[src/rtl/msf_frame_decoder.sv]
// MSF 60-second frame assembler: captures A/B bits by second index, validates
// parity, marker pattern and BCD ranges, and emits a one-cycle load at the next minute marker.
module msf_frame_decoder #(
    parameter bit CHECK_RANGE    = 1'b1,
    parameter bit REQUIRE_MARKER = 1'b1
) (
    input  logic       clk_i,
    input  logic       rst_ni,
    input  logic       sym_valid_i,
    input  logic       sym_marker_i,
    input  logic       sym_a_i,
    input  logic       sym_b_i,
    output logic       load_o,
    output logic [3:0] year_h_o,
    output logic [3:0] year_l_o,
    output logic       month_h_o,
    output logic [3:0] month_l_o,
    output logic [1:0] day_h_o,
    output logic [3:0] day_l_o,
    output logic [1:0] hour_h_o,
    output logic [3:0] hour_l_o,
    output logic [2:0] minute_h_o,
    output logic [3:0] minute_l_o,
    output logic [2:0] second_h_o,
    output logic [3:0] second_l_o,
    output logic       bst_o,
    output logic       locked_o,
    output logic       frame_err_o
);

    typedef enum logic {HUNT, RECV} state_t;

    state_t     state, state_nxt;
    logic [5:0] sec_cnt, sec_cnt_nxt;
    logic [5:0] idx;
    logic       mark_sym, data_sym;
    logic       accept, reject, clear, capture;

    logic [7:0] year_sr;
    logic [4:0] month_sr;
    logic [5:0] day_sr;
    logic [5:0] hour_sr;
    logic [6:0] minute_sr;
    logic [7:0] marker_sr;
    logic       bst_sr;
    logic       p_year, p_date, p_wday, p_time;

    logic parity_ok, marker_ok, range_ok, checks_ok;
    logic digits_ok, month_ok, day_ok, hour_ok, minute_ok;

    assign mark_sym = sym_valid_i & sym_marker_i;
    assign data_sym = sym_valid_i & ~sym_marker_i;
    assign idx      = sec_cnt + 6'd1;

    // Odd parity: each accumulator XORs its A bits with the B parity bit, so 1 means pass.
    assign parity_ok = p_year & p_date & p_wday & p_time;
    assign marker_ok = !REQUIRE_MARKER || (marker_sr == 8'b0111_1110);

    assign digits_ok = (year_sr[7:4] <= 4'd9) && (year_sr[3:0] <= 4'd9) &&
                       (month_sr[3:0] <= 4'd9) && (day_sr[3:0] <= 4'd9) &&
                       (hour_sr[3:0] <= 4'd9) && (minute_sr[3:0] <= 4'd9);
    assign month_ok  = month_sr[4] ? (month_sr[3:0] <= 4'd2) : (month_sr[3:0] != 4'd0);
    assign day_ok    = (day_sr[5:4] == 2'd0) ? (day_sr[3:0] != 4'd0) :
                       (day_sr[5:4] == 2'd3) ? (day_sr[3:0] <= 4'd1) : 1'b1;
    assign hour_ok   = (hour_sr[5:4] == 2'd2) ? (hour_sr[3:0] <= 4'd3) : (hour_sr[5:4] != 2'd3);
    assign minute_ok = (minute_sr[6:4] <= 3'd5);
    assign range_ok  = digits_ok && month_ok && day_ok && hour_ok && minute_ok;

    assign checks_ok = parity_ok && marker_ok && (!CHECK_RANGE || range_ok);

    always_ff @(posedge clk_i or negedge rst_ni) begin
        if (!rst_ni) begin
            state   <= HUNT;
            sec_cnt <= 6'd0;
        end else begin
            // NOTE: sequential state uses non-blocking assignments so every register samples pre-edge values.
            state   <= state_nxt;
            sec_cnt <= sec_cnt_nxt;
        end
    end

    always_comb begin
        // NOTE: every combinational output gets a default first, so no path can infer a latch.
        state_nxt   = state;
        sec_cnt_nxt = sec_cnt;
        accept      = 1'b0;
        reject      = 1'b0;
        clear       = 1'b0;
        capture     = 1'b0;
        case (state)
            HUNT: begin
                if (mark_sym) begin
                    state_nxt   = RECV;
                    sec_cnt_nxt = 6'd0;
                    clear       = 1'b1;
                end
            end
            RECV: begin
                if (mark_sym) begin
                    sec_cnt_nxt = 6'd0;
                    clear       = 1'b1;
                    if (sec_cnt == 6'd59 && checks_ok) accept = 1'b1;
                    else                               reject = 1'b1;
                end else if (data_sym) begin
                    if (sec_cnt == 6'd59) begin
                        reject      = 1'b1;
                        state_nxt   = HUNT;
                        sec_cnt_nxt = 6'd0;
                    end else begin
                        sec_cnt_nxt = idx;
                        capture     = 1'b1;
                    end
                end
            end
            default: state_nxt = HUNT;
        endcase
    end

    // Fields shift in MSB first; a full 59-second frame overwrites every one of them.
    always_ff @(posedge clk_i or negedge rst_ni) begin
        if (!rst_ni) begin
            year_sr   <= '0;
            month_sr  <= '0;
            day_sr    <= '0;
            hour_sr   <= '0;
            minute_sr <= '0;
            marker_sr <= '0;
            bst_sr    <= 1'b0;
            p_year    <= 1'b0;
            p_date    <= 1'b0;
            p_wday    <= 1'b0;
            p_time    <= 1'b0;
        end else if (clear) begin
            p_year <= 1'b0;
            p_date <= 1'b0;
            p_wday <= 1'b0;
            p_time <= 1'b0;
        end else if (capture) begin
            if (idx inside {[6'd17:6'd24]}) begin
                year_sr <= {year_sr[6:0], sym_a_i};
                p_year  <= p_year ^ sym_a_i;
            end
            if (idx inside {[6'd25:6'd29]}) month_sr <= {month_sr[3:0], sym_a_i};
            if (idx inside {[6'd30:6'd35]}) day_sr   <= {day_sr[4:0], sym_a_i};
            if (idx inside {[6'd25:6'd35]}) p_date   <= p_date ^ sym_a_i;
            if (idx inside {[6'd36:6'd38]}) p_wday   <= p_wday ^ sym_a_i;
            if (idx inside {[6'd39:6'd44]}) hour_sr  <= {hour_sr[4:0], sym_a_i};
            if (idx inside {[6'd45:6'd51]}) minute_sr <= {minute_sr[5:0], sym_a_i};
            if (idx inside {[6'd39:6'd51]}) p_time   <= p_time ^ sym_a_i;
            if (idx inside {[6'd52:6'd59]}) marker_sr <= {marker_sr[6:0], sym_a_i};
            if (idx == 6'd54) p_year <= p_year ^ sym_b_i;
            if (idx == 6'd55) p_date <= p_date ^ sym_b_i;
            if (idx == 6'd56) p_wday <= p_wday ^ sym_b_i;
            if (idx == 6'd57) p_time <= p_time ^ sym_b_i;
            if (idx == 6'd58) bst_sr <= sym_b_i;
        end
    end

    always_ff @(posedge clk_i or negedge rst_ni) begin
        if (!rst_ni) begin
            load_o      <= 1'b0;
            frame_err_o <= 1'b0;
            year_h_o    <= '0;
            year_l_o    <= '0;
            month_h_o   <= 1'b0;
            month_l_o   <= '0;
            day_h_o     <= '0;
            day_l_o     <= '0;
            hour_h_o    <= '0;
            hour_l_o    <= '0;
            minute_h_o  <= '0;
            minute_l_o  <= '0;
            bst_o       <= 1'b0;
            locked_o    <= 1'b0;
        end else begin
            load_o      <= accept;
            frame_err_o <= reject;
            if (accept) begin
                year_h_o   <= year_sr[7:4];
                year_l_o   <= year_sr[3:0];
                month_h_o  <= month_sr[4];
                month_l_o  <= month_sr[3:0];
                day_h_o    <= day_sr[5:4];
                day_l_o    <= day_sr[3:0];
                hour_h_o   <= hour_sr[5:4];
                hour_l_o   <= hour_sr[3:0];
                minute_h_o <= minute_sr[6:4];
                minute_l_o <= minute_sr[3:0];
                bst_o      <= bst_sr;
                locked_o   <= 1'b1;
            end else if (reject) begin
                locked_o <= 1'b0;
            end
        end
    end

    assign second_h_o = 3'd0;
    assign second_l_o = 4'd0;

endmodule

[config.mk]
export PLATFORM = sky130hd
export DESIGN_NAME = msf_frame_decoder
export DESIGN_NICKNAME = d
export VERILOG_FILES = /design/src/rtl/msf_frame_decoder.sv
export SDC_FILE = /design/constraint.sdc
export NUM_CORES = 1
export LEC_CHECK = 0
export ABC_AREA = 0
export CAP_MARGIN = 20
export CORE_MARGIN = 2
export CORE_UTILIZATION = 45
export DETAILED_ROUTE_END_ITERATION = 10
export PLACE_DENSITY = 0.66
export SLEW_MARGIN = 20
export SYNTH_ARGS = -nofsm -noshare
export SYNTH_HDL_FRONTEND = slang
export SYNTH_SLANG_ARGS = --single-unit
[constraint.sdc]
create_clock -name clk_i -period 6.1 [get_ports clk_i]
set_clock_uncertainty 0.2 [all_clocks]
set_input_delay 1.22 -clock clk_i [delete_from_list [all_inputs] [get_ports clk_i]]
set_output_delay 1.22 -clock clk_i [all_outputs]
set_load 0.005 [all_outputs]
==> flow_summary.ini <==
[clocking]
clkTransAtPathRegs_ps = 80
htree_levels = 3
clockBufferDepth = 2
cts_resized = 0
root_buffer = clkbuf_8
cts.sinks = 88
cts_tree = done
cts_made_buffers = 9
holdBufCountCts = 0
clk_latency_ps = 340
cts_setup_buffers = 0

[floorplan]
die_area_mm2 = 0.0103
fp.dieH_um = 102
start_util_pct = 46.3
die_w_um = 102
num_rows = 35
io_pins = 49
core_area_mm2 = 0.00924

[worst_setup_path]
crit_arrival_ps = 3560
crit_path_end_kind = flip-flop
slowest_delay_ps = 660
critPathLaunchType = primary input
required_ps = 6130
setup.worst_path.class = in -> reg
cpMaxStageDelayCell = or4b_1
cp_cell_sequence = clkdlybuf4s50_1 -> nand2_1 -> a311oi_4 -> and2_1 -> or4b_1 -> mux2_2
critPathTopFamily = simple AND/OR/NAND/NOR gates
worstPathMaxFanout = 10
cp_num_buf_inv = 1

[logic_synthesis]
async_flop_share_pct = 100
synth_edf_count = 0
synthFlopType = dfrtp_1
synth.area.top_cells = dfrtp_1 (51%), mux2_2 (19%), nand2_1 (2.6%), o21ai_0 (2.1%), a21oi_1 (1.6%)
seq_area_frac_synth_pct = 51.5
synth.distinct_cells = 57
ys_ff_latch = 88
netlist.area_leader.share_pct = 51.5
postSynthCellCount = 369
synth_area_per_cell_um2 = 11.6
ys_warn_count = 0
synth_area_mm2 = 0.00428
synth_top_area_cell = dfrtp_1

[power_and_ir_drop]
swShare_pct = 22.9
p_leak_nw = 2.31
total_power_mw = 1.08
p_sw_mw = 0.248
pwr-share-comb_pct = 5.7
p_per_area_mw_per_mm2 = 218
p_clk_share_pct = 39.3
p_int_mw = 0.835
pwr-share-seq_pct = 55.0
ir_drop_mv = 0.140

[layout]
final_cell_area_mm2 = 0.00497
final_common_cell = dfrtp_1
diodes = 0
fillers = 794
nets = 415
drive_gt1_share_pct = 23.4
final_cell_mix = dfrtp_1 (88), mux2_2 (72), clkdlybuf4s50_1 (40)
synthToLayoutAreaGrowth_pct = 16.2

[placement]
portBuffers = 41
dp_slack_ps = 2200
placed_area_mm2 = 0.00476
hpwl_mm = 6.24
place_congestion = 0.870

[detailed_routing]
viasPerCell = 5.57
wl_per_cell_um = 16.2
vias = 3004
drc_errors = 0
ant_nets = 0
drt_first_iter_violations = 214
first_pass_iters = 6
wl_mm = 8.75

[global_route]
grt_max_degree = 89
antenna_found_initial = 0
grt_pass1_vias = 2866
met2_usage_pct = 27.9
grtUsageTotal_pct = 18.2
grt_pass1_wl_mm = 14.6
grt-ovfl-total = 0
gr-usage-met3_pct = 5.11
top_usage_layer = met2
use_met1_pct = 25.4

[timing]
tightestPinTransition_ps = 808
fmax_ghz = 0.283
setup_tns_ps = 0
fin_crit_sh_pct = 57.9
period_minus_slack_ps = 3530
whs_ps = 270
setup_viol = 0
max-slew-margin-rel_pct = 45.6
maxSlewViolCount = 0
rsz0062_at_grt = no
hold_viol = 0
layout_setup_ws_ps = 2570

[status]
status = completed

[job]
cap_violations = 0

[worst_hold_path]
hp-class = reg -> reg
==> state kept, by name, indices dropped and copies added, names as in the netlist, 3 cells and up <==
| signal | flops |
|---|---|
| month_l_o | 4 |
| year_l_o | 4 |
| day_sr | 6 |
| minute_h_o | 3 |
| hour_l_o | 4 |
| sec_cnt | 6 |
| hour_sr | 6 |
| minute_sr | 7 |
| marker_sr | 8 |
| year_h_o | 4 |
| month_sr | 5 |
| minute_l_o | 4 |
| year_sr | 8 |
| day_l_o | 4 |
==> metrics by stage <==
stage	utilization, %	instances
6_report	53.8	539
5_1_grt	53.8	539
4_1_cts	53.8	539
3_5_place_dp	51.5	523
3_3_place_gp	51.5	523
2_1_floorplan	-	375
==> final cells by class <==
class	instances	area, µm²	area share [%]
Inverter	9	33.8	0.679
Clock buffer	11	131	2.64
Sequential cell	88	2200	44.3
Timing Repair Buffer	43	427	8.58
Clock inverter	5	81.3	1.64
Tap cell	129	161	3.25
Multi-Input combinational cell	254	1940	38.9
==> power by group through the flow <==
| stage | logic [mW] | clock network (mW) | registers [mW] |
|---|---|---|---|
| global placement | 0.0602 | 0 | 0.607 |
| floorplan | 0.0440 | 0 | 0.599 |
| global route | 0.0691 | 0.466 | 0.597 |
| CTS | 0.0610 | 0.441 | 0.596 |
| finish | 0.0614 | 0.425 | 0.596 |
| detailed placement | 0.0609 | 0 | 0.607 |
==> layer usage <==
layer	share of wire (%)	wire length (µm)
met1	45	3950
met2	47	4080
met3	6.7	582
met4	1.5	127
met5	0	0
==> cells by family after synthesis <==
kind of cell / count (synthesis) / synth area share, %
simple gates: 94 / 11.7
flops: 88 / 51.5
mux: 76 / 19.9
compound gates: 67 / 10.7
buf+inv: 33 / 3.80
xor+xnor: 6 / 1.23
fa+ha+maj: 4 / 1.17
other cells: 1 / 0.0877
==> path summary, 6_finish.rpt <==
path                       cells after the start  slack [ps]   startpoint           to
max in group asynchronous                      1        4430       rst_ni   sec_cnt[5]
max                                            6        2570  sym_valid_i   year_sr[7]
min                                            1         270       p_year       p_year
max reg2reg                                    8        2780   sec_cnt[0]   hour_sr[2]
min in group asynchronous                      1         680       rst_ni  year_l_o[3]
min reg2reg                                    1         270       p_year       p_year
==> synthesized netlist by cell type, types with 7 or more instances <==
cell type and count:
dfrtp_1 88, mux2_2 72, nand2_1 30, o21ai_0 18, a21oi_1 14, nor2_1 12
inv_1 9, buf_4 8, clkbuf_1 8, nand3_1 8, nor3_1 8, buf_2 7
Note: power is estimated with default switching activity, not from simulation.
==> variant 1: new RTL, same flow settings <==
Make the reset (`rst_ni`) synchronous in 3 clocked blocks.
--- a/src/rtl/msf_frame_decoder.sv
+++ b/src/rtl/msf_frame_decoder.sv
@@ -68,7 +68,7 @@
 
     assign checks_ok = parity_ok && marker_ok && (!CHECK_RANGE || range_ok);
 
-    always_ff @(posedge clk_i or negedge rst_ni) begin
+    always_ff @(posedge clk_i) begin
         if (!rst_ni) begin
             state   <= HUNT;
             sec_cnt <= 6'd0;
@@ -117,7 +117,7 @@
     end
 
     // Fields shift in MSB first; a full 59-second frame overwrites every one of them.
-    always_ff @(posedge clk_i or negedge rst_ni) begin
+    always_ff @(posedge clk_i) begin
         if (!rst_ni) begin
             year_sr   <= '0;
             month_sr  <= '0;
@@ -156,7 +156,7 @@
         end
     end
 
-    always_ff @(posedge clk_i or negedge rst_ni) begin
+    always_ff @(posedge clk_i) begin
         if (!rst_ni) begin
             load_o      <= 1'b0;
             frame_err_o <= 1'b0;
Function: differs if rst_ni is asserted again (counterexample within 4 cycles, from zero or initial values and one cycle with rst_ni low); with rst_ni held inactive, the same outputs for 10 cycles.
==> variant 1 against the original RTL <==
Die area rose by 1.2%; area after synthesis rose by 1.3%; sequential cell count did not move; routed wire length rose by 8.2%; final area fell by 1.6%; hold slack improved by 0.014 ns; highest routed layer unchanged; worst setup slack got worse by 0.12 ns.
Power is not compared: it rests on default switching activity, and its combinational part moved more than twofold at a synthesized area within 25%.
==> variant 1: results (changes against the original RTL) <==
RD Place Congestion=0.916 (+5.4%); Worst EP arrival=3.68 ns (+0.12 ns); hpwl dp=6.64 mm (+6.3%); synth top area cells=dfxtp_1 (41%), mux2i_1 (15%), nor2_1 (5.2%); Mean Syn Cell Area=9.26 µm² (-20%); slowest stage cell on the critical path=ha_1; number of diodes=0 (unchanged); gr usage total=0.193 (+0.0110); share of cells above drive strength 1=0.0951 (-0.139); Seq/Total Area, Yosys=0.407 (-0.108); wire per inst=15.2 µm (-6.4%); CP peak stage delay=0.71 ns (+0.05 ns); DRT iter0 DRCs=219 (+2.3%); vias in the first global route=3165 (+10%); routed wire length=9.47 mm (+8.2%); Worst Tran Pin Value=0.936 ns (+0.128 ns); Inst Count DP=607 (+16%); Fin Hold WS=0.284 ns (+0.0141 ns); first-pass GRT wire length=15.9 mm (+9.0%); via count=3363 (+12%); Pre-Repair DR Iteration Count=4 (-2); pre-CTS setup slack=2.31 ns (+0.106 ns); Worst setup startpoint=sec_cnt[1]; Final WS setup=2.44 ns (-0.122 ns); status=complete, no violations; most frequent cells after synthesis=dfxtp_1 (88), mux2i_1 (63), nor2_1 (60); post-synthesis async set-or-reset flop share=0 (-1.00); Post-DP Area=4650 µm² (-2.1%); Leakage=2.09 nW; Critical Path Sink=marker_sr[5]; WHS Path Cells=2 (+1); Hold EP=year_sr[7]; nets=499 (+20%); top fanout value on the critical path=29 (+19); largest net degree at the start of global routing=40 (-55%); post-synth cell types=71 (+25%); clock slew at reported path FFs=0.10 ns (+0.02 ns); worst hold path startpoint=year_sr[7]
[variant 1: changes by cell type after synthesis, moves of 4 or more]
cell,change
a21bo_1,+4
a21oi_1,+19
buf_4,+6
buf_6,+4
dfrtp_1,-88
dfxtp_1,+88
mux2_2,-71
mux2i_1,+59
nand2_1,+8
nand2_2,+4
nand3_1,+10
nand4_1,+4
nor2_1,+48
[variant 1: through the flow]
step / power (mW) / utilization
3_5_place_dp: 0.615 / 0.501
5_1_grt: 1.10 / 0.527
4_1_cts: 1.07 / 0.527
6_report: 1.07 / 0.527
2_1_floorplan: 0.609 / -
3_3_place_gp: 0.615 / 0.501
[variant 1: kinds of logic (layout without fill, tap and decap cells)]
kind of cell	Yosys count	in the layout	synth area share
XOR/XNOR	5	5	0.0144
other	1	7	0.000866
AND/OR/NAND/NOR	168	168	0.198
AO/OA/AOI/OAI	89	89	0.145
buffers and inverters	49	69	0.0757
multiplexers	64	64	0.148
adder cells (fa/ha/maj)	4	4	0.0116
flip-flops	88	88	0.407
[variant 1: cell type report]
| type | count | area, µm² |
|---|---|---|
| flip-flops and latches | 88 | 1760 |
| well taps | 129 | 161 |
| clock buffers | 9 | 124 |
| clock inverters | 7 | 113 |
| multi-input cells | 337 | 2260 |
| inverters | 9 | 33.8 |
| repair buffers | 44 | 433 |
| fillers | 901 | 4390 |
[variant 1: metal layers]
| layer | up-vias | global-route usage | wire length, µm |
|---|---|---|---|
| li1 | 1687 | - | - |
| met1 | 1579 | 0.271 | 4550 |
| met2 | 84 | 0.301 | 4350 |
| met3 | 13 | 0.0301 | 390 |
| met4 | 0 | 0.0708 | 170 |
| met5 | - | 0 | 0 |
==> variant 2: new RTL, same flow settings <==
Made on the original files. Change the parameter `REQUIRE_MARKER` from 1'b1 to 1'b0.
--- a/src/rtl/msf_frame_decoder.sv
+++ b/src/rtl/msf_frame_decoder.sv
@@ -2,7 +2,7 @@
 // parity, marker pattern and BCD ranges, and emits a one-cycle load at the next minute marker.
 module msf_frame_decoder #(
     parameter bit CHECK_RANGE    = 1'b1,
-    parameter bit REQUIRE_MARKER = 1'b1
+    parameter bit REQUIRE_MARKER = 1'b0
 ) (
     input  logic       clk_i,
     input  logic       rst_ni,
Function: no difference found for any inputs over 10 cycles, from zero or initial values and one cycle with rst_ni low; that may be too few to reach the edited logic, so the function may still have changed.
==> variant 2 against the original RTL <==
Sequential cell count decreased by 8; sequential power fell by 9.2%; area after synthesis is 2.6% lower; hold slack better by 0.0056 ns; synthesized cell count down 6.8%; non-clock buffer count down 1; sequential share of layout area shrank 2.3 points; final area fell by 4.1%; via count fell by 8.1%; combinational power grew 3%; worst setup slack lost 0.050 ns; global-route usage down 0.50 points; total power down 7.5%; routed wire length down 4.2%.
==> variant 2: results (changes against the original RTL) <==
largest net degree at the start of global routing=81 (-9.0%); CP peak stage delay=0.84 ns (+0.18 ns); first-pass GRT wire length=13.8 mm (-5.1%); met2 Use GR=0.263 (-0.0161); gr usage total=0.177 (-0.00496); biggest regs=year_sr (8), minute_sr (7); Crit path max-delay family=simple AND/OR/NAND/NOR gates; Mean Syn Cell Area=12.1 µm² (+4.4%); GRT met3 Usage=0.0439 (-0.00720); routed metal-1 wirelength=3.99 mm (+0.99%); clock slew at reported path FFs=0.08 ns (about the same); Slew headroom=0.459 (+0.00305); Inst Count DP=476 (-9.0%); post-synth cell types=60 (+5.3%); vias in the first global route=2739 (-4.4%); Switch Pwr=0.246 mW (-0.88%); cts repair resizes=0 (unchanged); H-tree depth=3 (unchanged); Pre-Repair DR Iteration Count=4 (-2); share of cells above drive strength 1=0.246 (+0.0119); RD Place Congestion=0.897 (+3.1%); pre-CTS setup slack=2.14 ns (-0.0621 ns); top fanout value on the critical path=34 (+24); synth top area cells=dfrtp_1 (48%), mux2_4 (10%), mux2_2 (10%); metal3 WL=318 µm (-45%); worst-skew pair later-pin latency=0.36 ns (+0.02 ns); routed wire length=8.38 mm (-4.2%); Post-DP Area=4540 µm² (-4.6%); DRT iter0 DRCs=110 (-49%); Worst IR Drop VDD=0.140 mV (-0.26%); slowest stage cell on the critical path=or4_4; Post-route DRC=0 (unchanged); nets=387 (-6.7%); Seq/Total Area, Yosys=0.481 (-0.0341); status=complete, no violations; input/output buffers=41 (unchanged); most frequent cells after synthesis=dfrtp_1 (80), mux2_2 (37), mux2_4 (29); Worst EP arrival=3.63 ns (+0.07 ns); Synth Flop Type=dfrtp_1; grt met1 use=0.246 (-0.00821); fin cells=493 (-8.5%); hpwl dp=5.70 mm (-8.7%); Leakage=2.30 nW (-0.41%); post-synthesis async set-or-reset flop share=1.00 (unchanged); Vias/cell=5.60 (+0.45%); Met2 Wirelength=3.84 mm (-6.0%)
variant 2: changes by cell type after synthesis, moves of 5 or more:
cell / delta
nand2_1: -5
a21oi_1: -6
dfrtp_1: -8
mux2_2: -35
mux2_4: +29
and2_1: +6
variant 2: cell type report:
| type | count | area [µm²] |
|---|---|---|
| Sequential cell | 80 | 2000 |
| Multi-Input combinational cell | 239 | 1970 |
| Clock buffer | 10 | 138 |
| Fill cell | 798 | 4340 |
| Tap cell | 111 | 139 |
| Clock inverter | 6 | 66.3 |
| Timing Repair Buffer | 42 | 435 |
| Inverter | 5 | 18.8 |
variant 2: logic make-up after synthesis:
logic type / count (synthesis) / synth area share
AOI/OAI and AO/OA: 61 / 0.104
xor gates and xnor gates: 6 / 0.0126
adders and majority gates: 4 / 0.0120
buffers and inverters: 31 / 0.0514
DFF: 80 / 0.481
muxes: 68 / 0.209
other: 1 / 0.000900
and+or+nand+nor: 93 / 0.129
variant 2: worst paths after layout:
check | startpoint | to | slack (ns) | cells past startpoint
max in group asynchronous | rst_ni | month_sr[0] | 4.58 | 2
hold / removal | p_time | p_time | 0.28 | 1
setup reg to reg | sec_cnt[0] | minute_h_o[0] | 2.56 | 6
setup / recovery | sym_marker_i | minute_h_o[0] | 2.52 | 6
min in group asynchronous | rst_ni | hour_l_o[2] | 0.53 | 1
hold reg to reg | p_time | p_time | 0.28 | 1
variant 2: power groups by stage:
stage / Clock [mW] / Combinational [mW] / Sequential (mW)
2_1_floorplan: 0 / 0.0454 / 0.545
3_3_place_gp: 0 / 0.0611 / 0.551
3_5_place_dp: 0 / 0.0612 / 0.551
4_1_cts: 0.408 / 0.0614 / 0.540
5_1_grt: 0.430 / 0.0705 / 0.541
6_report: 0.398 / 0.0632 / 0.541
